==> src/rtl/cam_capture_pkg.sv <==
// Shared camera/VGA constants: capture geometry, capture FSM encodings, VGA timing.
package cam_capture_pkg;

    localparam int H_PIX_DEF   = 640;
    localparam int V_LINES_DEF = 480;

    localparam logic [1:0] ST_WAIT_VS   = 2'd0;
    localparam logic [1:0] ST_WAIT_HREF = 2'd1;
    localparam logic [1:0] ST_BYTE_HI   = 2'd2;
    localparam logic [1:0] ST_BYTE_LO   = 2'd3;

    localparam int VGA_H_VISIBLE = 640;
    localparam int VGA_H_FRONT   = 16;
    localparam int VGA_H_SYNC    = 96;
    localparam int VGA_H_BACK    = 48;
    localparam int VGA_H_TOTAL   = 800;
    localparam int VGA_V_VISIBLE = 480;
    localparam int VGA_V_FRONT   = 10;
    localparam int VGA_V_SYNC    = 2;
    localparam int VGA_V_BACK    = 33;
    localparam int VGA_V_TOTAL   = 525;

    // Two-line buffer address: line parity selects the half, pixel index within it.
    function automatic logic [10:0] buf_addr(input logic odd, input logic [9:0] idx);
        return {odd, idx};
    endfunction

endpackage

==> src/rtl/cam_sync.sv <==
// Two-flop synchronizer with a third register for rise/fall detection.
module cam_sync #(
    parameter int W = 1
) (
    input  logic         i_clk,
    input  logic         i_rst_n,
    input  logic [W-1:0] i_d,
    output logic [W-1:0] o_sync,
    output logic [W-1:0] o_rise,
    output logic [W-1:0] o_fall
);

    logic [W-1:0] r_s1;
    logic [W-1:0] r_s2;
    logic [W-1:0] r_s3;

    always_ff @(posedge i_clk or negedge i_rst_n) begin
        if (!i_rst_n) begin
            r_s1 <= '0;
            r_s2 <= '0;
            r_s3 <= '0;
        end else begin
            r_s1 <= i_d;
            r_s2 <= r_s1;
            r_s3 <= r_s2;
        end
    end

    assign o_sync = r_s2;
    assign o_rise = r_s2 & ~r_s3;
    assign o_fall = ~r_s2 & r_s3;

endmodule

==> src/rtl/cam_capture.sv <==
// Camera capture: oversamples PCLK/HREF/VSYNC on CLK and assembles RGB565 pixels
// into write strobes for a two-line buffer.
module cam_capture
    import cam_capture_pkg::*;
#(
    parameter int H_PIX   = H_PIX_DEF,
    parameter int V_LINES = V_LINES_DEF
) (
    input  logic        CLK,
    input  logic        RST_N,
    input  logic        CamPclk,
    input  logic        CamHref,
    input  logic        CamVsync,
    input  logic [7:0]  CamData,
    output logic        CamHsync_EDGE,
    output logic        CamVsync_EDGE,
    output logic        PixWrEn,
    output logic [10:0] PixWrAddr,
    output logic [15:0] PixWrData,
    output logic [8:0]  CamLineCount,
    output logic        OddLine,
    output logic        OvfErr,
    output logic [1:0]  o_dbg_state
);

    localparam logic [10:0] PIX_MAX   = 11'(H_PIX);
    localparam logic [8:0]  LAST_LINE = 9'(V_LINES - 1);

    // Control bit order: [0] PCLK, [1] HREF, [2] VSYNC.
    logic [2:0] w_ctl_sync;
    logic [2:0] w_ctl_rise;
    logic [2:0] w_ctl_fall;
    logic [7:0] w_byte;
    logic [7:0] w_data_rise;
    logic [7:0] w_data_fall;
    logic       w_unused_ctl;
    logic       w_unused_data;

    cam_sync #(.W(3)) u_sync_ctl (
        .i_clk   (CLK),
        .i_rst_n (RST_N),
        .i_d     ({CamVsync, CamHref, CamPclk}),
        .o_sync  (w_ctl_sync),
        .o_rise  (w_ctl_rise),
        .o_fall  (w_ctl_fall)
    );

    cam_sync #(.W(8)) u_sync_data (
        .i_clk   (CLK),
        .i_rst_n (RST_N),
        .i_d     (CamData),
        .o_sync  (w_byte),
        .o_rise  (w_data_rise),
        .o_fall  (w_data_fall)
    );

    logic w_pclk_rise;
    logic w_href;
    logic w_href_rise;
    logic w_href_fall;
    logic w_vsync_rise;

    assign w_pclk_rise   = w_ctl_rise[0];
    assign w_href        = w_ctl_sync[1];
    assign w_href_rise   = w_ctl_rise[1];
    assign w_href_fall   = w_ctl_fall[1];
    assign w_vsync_rise  = w_ctl_rise[2];
    assign w_unused_ctl  = ^{w_ctl_sync[0], w_ctl_sync[2], w_ctl_fall[0], w_ctl_fall[2]};
    assign w_unused_data = ^{w_data_rise, w_data_fall};

    logic [1:0]  r_state;
    logic        r_hs_edge;
    logic        r_vs_edge;
    logic        r_wr_en;
    logic [10:0] r_wr_addr;
    logic [15:0] r_wr_data;
    logic [8:0]  r_line_cnt;
    logic        r_odd;
    logic        r_ovf;
    logic [10:0] r_pix_idx;
    logic        r_line_sat;

    always_ff @(posedge CLK or negedge RST_N) begin
        if (!RST_N) begin
            r_state    <= ST_WAIT_VS;
            r_hs_edge  <= 1'b0;
            r_vs_edge  <= 1'b0;
            r_wr_en    <= 1'b0;
            r_wr_addr  <= '0;
            r_wr_data  <= '0;
            r_line_cnt <= '0;
            r_odd      <= 1'b0;
            r_ovf      <= 1'b0;
            r_pix_idx  <= '0;
            r_line_sat <= 1'b0;
        end else begin
            r_hs_edge <= w_href_rise;
            r_vs_edge <= w_vsync_rise;
            r_wr_en   <= 1'b0;

            // Frame start wins over everything, dropping any half-assembled pixel.
            if (r_vs_edge) begin
                r_state    <= ST_WAIT_HREF;
                r_line_cnt <= '0;
                r_odd      <= 1'b0;
                r_pix_idx  <= '0;
                r_ovf      <= 1'b0;
                r_line_sat <= 1'b0;
            end else begin
                case (r_state)
                    ST_WAIT_VS: begin
                        r_state <= ST_WAIT_VS;
                    end
                    ST_WAIT_HREF: begin
                        if (w_href) begin
                            r_state   <= ST_BYTE_HI;
                            r_pix_idx <= '0;
                            if (r_line_sat) begin
                                r_ovf <= 1'b1;
                            end
                        end
                    end
                    ST_BYTE_HI, ST_BYTE_LO: begin
                        // Line end outranks a coincident PCLK edge; that byte is lost.
                        if (w_href_fall) begin
                            r_state <= ST_WAIT_HREF;
                            r_odd   <= ~r_odd;
                            if (r_line_cnt == LAST_LINE) begin
                                r_line_sat <= 1'b1;
                            end else begin
                                r_line_cnt <= r_line_cnt + 9'd1;
                            end
                        end else if (w_pclk_rise && w_href) begin
                            if (r_state == ST_BYTE_HI) begin
                                r_wr_data[15:8] <= w_byte;
                                r_state         <= ST_BYTE_LO;
                            end else begin
                                r_state <= ST_BYTE_HI;
                                if (r_pix_idx == PIX_MAX) begin
                                    r_ovf <= 1'b1;
                                end else begin
                                    r_wr_data[7:0] <= w_byte;
                                    r_wr_en        <= 1'b1;
                                    r_wr_addr      <= buf_addr(r_odd, r_pix_idx[9:0]);
                                    r_pix_idx      <= r_pix_idx + 11'd1;
                                end
                            end
                        end
                    end
                    default: begin
                        r_state <= ST_WAIT_VS;
                    end
                endcase
            end
        end
    end

    assign CamHsync_EDGE = r_hs_edge;
    assign CamVsync_EDGE = r_vs_edge;
    assign PixWrEn       = r_wr_en;
    assign PixWrAddr     = r_wr_addr;
    assign PixWrData     = r_wr_data;
    assign CamLineCount  = r_line_cnt;
    assign OddLine       = r_odd;
    assign OvfErr        = r_ovf;
    assign o_dbg_state   = r_state;

endmodule

==> config.mk <==
export PLATFORM = sky130hd
export DESIGN_NAME = cam_capture
export DESIGN_NICKNAME = d
export VERILOG_FILES = /design/src/rtl/cam_capture_pkg.sv /design/src/rtl/cam_sync.sv /design/src/rtl/cam_capture.sv
export SDC_FILE = /design/constraint.sdc
export NUM_CORES = 1
export LEC_CHECK = 0
export CORE_ASPECT_RATIO = 0.7
export CORE_UTILIZATION = 30
export CTS_BUF_LIST = sky130_fd_sc_hd__clkbuf_8
export DETAILED_ROUTE_END_ITERATION = 7
export PLACE_DENSITY = 0.47
export SKIP_CTS_REPAIR_TIMING = 1
export SYNTH_ARGS = -nofsm -noshare
export SYNTH_HDL_FRONTEND = slang
export SYNTH_HIERARCHICAL = 1
export SYNTH_SLANG_ARGS = --single-unit
export TNS_END_PERCENT = 50
==> constraint.sdc <==
create_clock -name CLK -period 2.6 [get_ports CLK]
set_input_delay 0.39 -clock CLK [delete_from_list [all_inputs] [get_ports CLK]]
set_output_delay 0.39 -clock CLK [all_outputs]
set_load 0.05 [all_outputs]
Word-level counts from Yosys, hierarchy flattened
Index checks and enable logic that the tools add are counted.
{"block": "word_totals", "reg_bits": 80, "wordCells": 95}
{"block": "classes", "addsub": 2, "n_eq_ne": 14, "mux": 38, "bitwise_logic": 9, "reduce_logical": 15}
{"operator": "two-way mux 11 bit", "count": 6}
{"operator": "two-way mux 9 bit", "count": 4}
{"operator": "case mux 11 bit (2 select lines)", "count": 1}
{"operator": "two-way mux 1 bit", "count": 21}
{"operator": "!= test 3 bit, second input constant", "count": 6}
{"operator": "AND reduction 6 bit", "count": 2}
{"operator": "adder 11 x 1 -> 11 bit, second input constant", "count": 1}
{"operator": "== test 11 x 10 -> 1 bit, second input constant", "count": 1}
{"operator": "adder 9 x 1 -> 9 bit, second input constant", "count": 1}
{"operator": "== test 9 bit, second input constant", "count": 1}
{"operator": "two-way mux 2 bit", "count": 4}
{"operator": "AND reduction 7 bit", "count": 1}
{"operator": "case mux 2 bit (3 select lines)", "count": 1}
{"operator": "AND reduction 3 bit", "count": 2}
{"operator": "nonzero test 2 bit", "count": 3}
{"operator": "NOT 1 bit", "count": 5}
{"operator": "AND reduction 5 bit", "count": 1}
{"operator": "== test 2 bit, second input constant", "count": 2}
{"operator": "!= test 4 x 3 -> 1 bit, second input constant", "count": 1}
{"operator": "AND reduction 2 bit", "count": 2}
{"operator": "AND 3 bit", "count": 1}
{"operator": "!= test 3 x 2 -> 1 bit, second input constant", "count": 1}
{"operator": "NOT 3 bit", "count": 1}
{"operator": "nonzero test 3 bit", "count": 1}
{"operator": "8 further kinds", "count": 8}

Longest topological paths before layout
Gate-level depths: netlist of run 1.
{"block": "depth", "word_depth": 7, "mapped_depth": 8, "ltp_nobuf": 7}

Modules after synthesis
The synthesis of run 1 kept the hierarchy.
{"module": "cam_capture", "n_inst": 1, "cells_per_inst": 217, "area_per_inst_um2": 2566.2, "seq_area_each_um2": 1376.3}
{"module": "cam_sync (u_sync_data)", "n_inst": 1, "cells_per_inst": 40, "area_per_inst_um2": 740.7, "seq_area_each_um2": 600.6}
{"module": "cam_sync (u_sync_ctl)", "n_inst": 1, "cells_per_inst": 15, "area_per_inst_um2": 277.8, "seq_area_each_um2": 225.2}

Worst setup path before layout of run 1
Ideal clock, no wire load.
{"block": "synth_timing", "kind": "register -> register", "start": "reg r_vs_edge (netlist: CamVsync_EDGE)", "end": "reg r_wr_addr[0] (netlist: PixWrAddr[0])", "setup_time_ns": 0.128, "arrival_time_ns": 2.088, "t_required_ns": 2.472, "setup_slack_ns": 0.384, "path_stages_with_launch": 7, "n_path_buf": 2, "synth_period_minus_slack_ns": 2.216, "path_cell_list": "dfrtp_1 -> buf_2 -> nand2b_4 -> nor4b_4 -> nand2_8 -> buf_8 -> mux2_1"}
{"block": "synth_via", "elab_chain_cells": 2}
{"element": "start, declared", "line": "cam_capture.sv:73", "rtl": "logic r_vs_edge;"}
{"element": "start signal, assigned", "line": "cam_capture.sv:98", "rtl": "r_vs_edge <= w_vsync_rise;"}
{"element": "NOT 1 bit (no line)"}
{"element": "AND reduction 6 bit (no line)"}
{"element": "end signal, assigned", "line": "cam_capture.sv:144", "rtl": "r_wr_addr <= buf_addr(r_odd, r_pix_idx[9:0]);"}
{"element": "end, declared", "line": "cam_capture.sv:75", "rtl": "logic [10:0] r_wr_addr;"}
Every way passes these cells.
A chain may end at the register's enable or synchronous reset.

Worst setup path after layout of run 1
{"block": "layout_timing", "start": "reg r_pix_idx[8]", "end": "reg r_wr_data[4] (netlist: PixWrData[4])"}
{"block": "layout_via", "elab_chain_cells": 3}
{"element": "start, declared", "line": "cam_capture.sv:80", "rtl": "logic [10:0] r_pix_idx;"}
{"element": "start signal, assigned", "line": "cam_capture.sv:145", "rtl": "r_pix_idx <= r_pix_idx + 11'd1;"}
{"element": "== test 11 x 10 -> 1 bit", "line": "cam_capture.sv:139", "rtl": "if (r_pix_idx == PIX_MAX) begin"}
{"element": "NOT 1 bit (no line)"}
{"element": "AND reduction 6 bit (no line)"}
{"element": "end signal, assigned", "line": "cam_capture.sv:142", "rtl": "r_wr_data[7:0] <= w_byte;"}
{"element": "end, declared", "line": "cam_capture.sv:76", "rtl": "logic [15:0] r_wr_data;"}
Every way passes these cells.

==> metrics, run 1 <==
IO Port Bufs=55; area grow syn2layout=29.55%; worst-skew pair later-pin latency=0.36 ns; nets@finish=323; DR iter-0 viols=91; # DRC=0; switching share of power=31.57%; Worst VDD drop=0.0005400 V; I/O pin count=56; Initial Utilization=31.04%; R2R Path End=PixWrData[4]$_DFFE_PN0P_; die area=11180 sq um; period utilization=87.45%; GR Util All Layers=12.86%; Hold Path Depth=0; LEAKAGE=1.841 nW; WL per Instance=14.39 microns; fin area=4180 sq um; CP startpoint kind=flip-flop; CTS Buffer Depth=2; clk sinks=80; Post-Synthesis Cells=246; CTS buffer count=9; final wirelength=6389 microns; core area=10400 sq um; r2r setup slk=0.33 ns; number of setup violations in the final report=0; power share of the clock group=32.5%; filler cell count=999; status=finished, final reports clean; max-slew violations=0; reg2reg start=r_pix_idx[8]$_DFFE_PN0P_; FF-to-FF path depth=5; DR vias=2041; Hold Fails Final Rpt=0; Int Pwr=2.248 mW; clk_skew=0.006892 ns; Combinational Power Share=23.5%; placed cell areas=3933 sq um; syn avg cell area=13.12 sq um; DRT Pass-1 Iters=4; vias in the first global route=2086; pwr dens=785.8 nW/um^2; WP data required=2.85 ns; Die Y=88.77 microns; hold_sp=u_sync_data/r_s1[7]$_DFF_PN0_; first-pass GRT wire length=10830 microns; Max Freq=439.8 MHz; area of the multi-input gates=1122 sq um; Worst-Margin Slew=0.5630 ns; H-Tree Depth=3; register area=2002 sq um; WS Path Type=reg -> reg; Yosys warning total=6; Rows=31; Synth Net Count=262; unrepaired setup endpoints after global routing=no; CP arrival=2.52 ns; Root Buffer Master=clkbuf_8; HP Class=reg -> reg; Final GP Congestion=0.8064; Worst setup EP type=flip-flop; layout cell share with drive strength beyond 1=18.27%; CP max FO=16; Avg Vias per Cell=4.597; post-layout util=40.21%; antenna violations before repair=0; CTS clk-pin slew, worst paths=0.08 ns; slew margin rel.=62.15%; # Max-Cap Violations=0; Final min period=2.274 ns; dpl hpwl=4284 microns; Die X=126.0 microns; Overflow after GRT=0; Sequential Power Share=44.0%; synthesized area=3227 sq um; Ant. Diodes=0; Min-Delay Endpoint=u_sync_data/o_sync[7]$_DFF_PN0_; setup TNS=0 ns; CTS tree=built; largest net degree at the start of global routing=46; antenna viol nets, final=0; switching power=1.037 mW
## critical path, stage by stage, from the launching register on
cell and delay (ns):
dfrtp_1 0.43, or4b_1 0.56, or3_1 0.53, nand2_8 0.25
inv_8 0.08, mux2_4 0.30
## worst max-delay path by stage
stage / cells past startpoint / slack, ns / to / start
3_3_place_gp: 5 / 0.39 / PixWrData[5]$_DFFE_PN0P_ / r_pix_idx[5]$_DFFE_PN0P_
2_1_floorplan: 6 / 0.38 / PixWrAddr[0]$_DFFE_PN0P_ / CamVsync_EDGE$_DFF_PN0_
5_1_grt: 5 / 0.23 / PixWrData[4]$_DFFE_PN0P_ / r_pix_idx[5]$_DFFE_PN0P_
4_1_cts: 5 / 0.32 / PixWrData[4]$_DFFE_PN0P_ / r_pix_idx[5]$_DFFE_PN0P_
3_5_place_dp: 5 / 0.34 / PixWrData[2]$_DFFE_PN0P_ / r_pix_idx[5]$_DFFE_PN0P_
6_report: 5 / 0.33 / PixWrData[4]$_DFFE_PN0P_ / r_pix_idx[8]$_DFFE_PN0P_
## layout by cell type, fill, tap and decap left out, types with 2 or more instances in the layout
master,instances
nor2b_1,2
buf_4,6
mux2i_1,2
a31oi_1,7
or3_1,2
nand3_1,9
nor3_1,2
o31ai_1,8
xnor2_1,3
inv_1,7
mux2_4,8
mux2_2,14
and2b_2,4
nand2_1,7
clkbuf_8,11
o21ai_0,13
dfrtp_1,80
clkdlybuf4s50_1,54
mux2_1,6
bufinv_16,2
inv_6,2
nand4_1,6
ha_1,3
or2_2,2
nor2_1,16
and3_1,4
a21oi_1,6
## flip-flops by register name, summed over array words and instances (netlist names), 3 cells and up
register,flops
PixWrData,16
PixWrAddr,11
r_pix_idx,11
CamLineCount,9
u_sync_data/o_sync,8
u_sync_data/r_s1,8
u_sync_ctl/o_sync,3
u_sync_ctl/r_s1,3
u_sync_ctl/r_s3,3
## area by class of cell
| type | count | area share (%) |
|---|---|---|
| clock inverter | 5 | 2.065 |
| sequential | 80 | 47.89 |
| multi-input combinational | 146 | 26.85 |
| inverter | 8 | 0.8979 |
| timing repair buffer | 62 | 14.73 |
| tap | 132 | 3.951 |
| clock buffer | 11 | 3.622 |
## through the flow
stage | power, mW | setup WS, ns | cells | hold slack [ns]
floorplan | 1.952 | 0.3841 | 246 | 0.09441
global placement | 2.244 | 0.3877 | 427 | 0.3332
detailed placement | 2.244 | 0.3391 | 427 | 0.3347
CTS | 3.338 | 0.3236 | 443 | -0.01222
global route | 3.451 | 0.2284 | 444 | 0.3560
finish | 3.285 | 0.3262 | 444 | 0.3517
## routing by layer
layer  GRT usage, %  part of all wire (%)  up-vias
li1               -                     -     1003
met1          18.91                    54      982
met2          16.62                    39       49
met3          5.865                   6.0        7
met4          3.286                   1.1        0
met5              0                     0        -
## power by group through the flow
stage / registers (mW) / logic, mW / clock network (mW)
2_1_floorplan: 1.78 / 0.173 / 0
3_3_place_gp: 1.47 / 0.772 / 0
3_5_place_dp: 1.47 / 0.779 / 0
4_1_cts: 1.45 / 0.780 / 1.11
5_1_grt: 1.46 / 0.819 / 1.17
6_report: 1.44 / 0.773 / 1.07
No activity file was read; power rests on OpenSTA's default activity.
==> run 2: changes to the inputs <==
--- a/config.mk
+++ b/config.mk
@@ -5,11 +5,14 @@
 export SDC_FILE = /design/constraint.sdc
 export NUM_CORES = 1
 export LEC_CHECK = 0
+export ABC_CLOCK_PERIOD_IN_PS = 2600
+export CELL_PAD_IN_SITES_DETAIL_PLACEMENT = 1
+export CELL_PAD_IN_SITES_GLOBAL_PLACEMENT = 1
 export CORE_ASPECT_RATIO = 0.7
 export CORE_UTILIZATION = 30
 export CTS_BUF_LIST = sky130_fd_sc_hd__clkbuf_8
 export DETAILED_ROUTE_END_ITERATION = 7
-export PLACE_DENSITY = 0.47
+export PLACE_DENSITY = 0.55
 export SKIP_CTS_REPAIR_TIMING = 1
 export SYNTH_ARGS = -nofsm -noshare
 export SYNTH_HDL_FRONTEND = slang
==> metrics, run 2 (synthesis gave the netlist of run 1 again) <==
crit path cell chain=or4b_1 > or3_1 > nand2_8 > inv_8 > mux2_4 (unchanged); status=finished, final reports clean (unchanged); area grow syn2layout=27.49% (was 29.55%); I/O pin count=56 (unchanged); Final min period=2.276 ns (was 2.274 ns); die area=11180 sq um (unchanged); largest net degree at the start of global routing=44 (was 46); Final GP Congestion=0.7683 (was 0.8064); # Max-Cap Violations=0 (unchanged); Die Y=88.77 microns (unchanged); HP Class=in -> async (was reg -> reg); core area=10400 sq um (unchanged); CTS clk-pin slew, worst paths=0.08 ns (about the same); LEAKAGE=1.808 nW (was 1.841 nW); Overall Power=3.064 mW (was 3.285 mW); unrepaired setup endpoints after global routing=no (unchanged); WS Path Type=reg -> reg (unchanged); max FFs per register=16 (unchanged); number of setup violations in the final report=0 (unchanged); Root Buffer Master=clkbuf_8 (unchanged); CTS Buffer Depth=2 (unchanged); DRT Pass-1 Iters=4 (unchanged); pwr dens=744.7 nW/um^2 (was 785.8 nW/um^2); layout cell share with drive strength beyond 1=18.33% (was 18.27%); CTS buffer count=9 (unchanged); filler cell count=1134 (was 999); dpl hpwl=4713 microns (was 4284 microns); Overflow after GRT=0 (unchanged); worst-skew pair later-pin latency=0.35 ns (was 0.36 ns); WP buf/inv=1 (unchanged); IO Port Bufs=55 (unchanged); vias in the first global route=2201 (was 2086); Worst path slowest cell=or4b_1 (unchanged); commonest non-fill, non-tap cells in the layout=dfrtp_1 (80), clkdlybuf4s50_1 (54), nor2_1 (16) (unchanged); first-pass GRT wire length=11750 microns (was 10830 microns); Ant. Diodes=0 (unchanged); CTS tree=built (unchanged); antenna violations before repair=0 (unchanged); Die X=126.0 microns (unchanged); Worst VDD drop=0.0004700 V (was 0.0005400 V); final wirelength=6947 microns (was 6389 microns); clk_skew=0.006839 ns (was 0.006892 ns); WP data required=2.84 ns (was 2.85 ns); # DRC=0 (unchanged); slew margin rel.=61.80% (was 62.15%); H-Tree Depth=3 (unchanged); DR vias=2117 (was 2041); Max Freq=439.5 MHz (was 439.8 MHz); DR iter-0 viols=86 (was 91); nets@finish=322 (was 323); CP delay by family, top=simple AND/OR/NAND/NOR gates (unchanged); CP arrival=2.52 ns (about the same); Avg Vias per Cell=4.779 (was 4.597); WL per Instance=15.68 microns (was 14.39 microns); period utilization=87.52% (was 87.45%); commonest non-fill, non-tap cell in the layout=dfrtp_1 (unchanged); antenna viol nets, final=0 (unchanged); CP max FO=16 (unchanged); max-slew violations=0 (unchanged); setup TNS=0 ns (unchanged); Hold Fails Final Rpt=0 (unchanged); Rows=31 (unchanged); Worst setup EP type=flip-flop (unchanged); CP startpoint kind=flip-flop (unchanged); Worst-Margin Slew=0.5730 ns (was 0.5630 ns); clk sinks=80 (unchanged); GR Util All Layers=13.93% (was 12.86%); Initial Utilization=31.04% (unchanged); critical path's largest stage delay=0.56 ns (about the same)
-- run 2: cell count changes in the layout (fill, tap and decap cells not counted) --
cell	previous run	this run
bufinv_16	2	0
clkbuf_8	11	10
clkinv_2	0	2
clkinv_4	1	2
clkinvlp_4	0	1
dlygate4sd3_1	1	0
inv_6	2	1
-- run 2: final cells by class --
cell class / count / area, sq um / area share [%]
inverter: 8 / 37.54 / 0.9124
timing repair buffer: 61 / 605.6 / 14.72
clock buffer: 10 / 137.6 / 3.345
tap: 132 / 165.2 / 4.015
sequential: 80 / 2002 / 48.66
multi-input combinational: 146 / 1122 / 27.28
clock inverter: 6 / 43.79 / 1.064
-- run 2: power by group --
part           internal, mW  total, mW  switching [mW]
registers              1.36       1.45          0.0886
clock network         0.376      0.843           0.467
logic                 0.287      0.775           0.487
-- run 2: layer usage --
| layer | global-route usage (%) | vias to the layer above | part of all wire (%) |
|---|---|---|---|
| li1 | - | 995 | - |
| met1 | 20.24 | 1060 | 53 |
| met2 | 19.14 | 53 | 41 |
| met3 | 4.655 | 9 | 4.7 |
| met4 | 4.929 | 0 | 1.2 |
| met5 | 0 | - | 0 |
-- run 2: final timing paths --
kind / startpoint / endpoint / slack, ns / cells past startpoint
max in group asynchronous: RST_N / PixWrAddr[7]$_DFFE_PN0P_ / 1.97 / 2
setup reg to reg: r_pix_idx[8]$_DFFE_PN0P_ / PixWrData[6]$_DFFE_PN0P_ / 0.32 / 5
hold / removal: RST_N / CamLineCount[2]$_DFFE_PN0P_ / 0.03 / 1
setup / recovery: r_pix_idx[8]$_DFFE_PN0P_ / PixWrData[6]$_DFFE_PN0P_ / 0.32 / 5
hold reg to reg: u_sync_data/r_s1[5]$_DFF_PN0_ / u_sync_data/o_sync[5]$_DFF_PN0_ / 0.35 / 0
min in group CLK: u_sync_data/r_s1[5]$_DFF_PN0_ / u_sync_data/o_sync[5]$_DFF_PN0_ / 0.35 / 0
-- run 2: through the flow --
stage | instances | instance area [sq um] | util (%) | worst slack [ns] | hold slack (ns)
floorplan | 246 | 3227 | - | 0.3841 | 0.09441
global placement | 427 | 3933 | 37.83 | 0.3726 | 0.3314
detailed placement | 427 | 3933 | 37.83 | 0.3217 | 0.3378
CTS | 443 | 4114 | 39.58 | 0.3240 | 0.03398
global route | 443 | 4114 | 39.58 | 0.2317 | 0.05982
finish | 443 | 4114 | 39.58 | 0.3245 | 0.02579
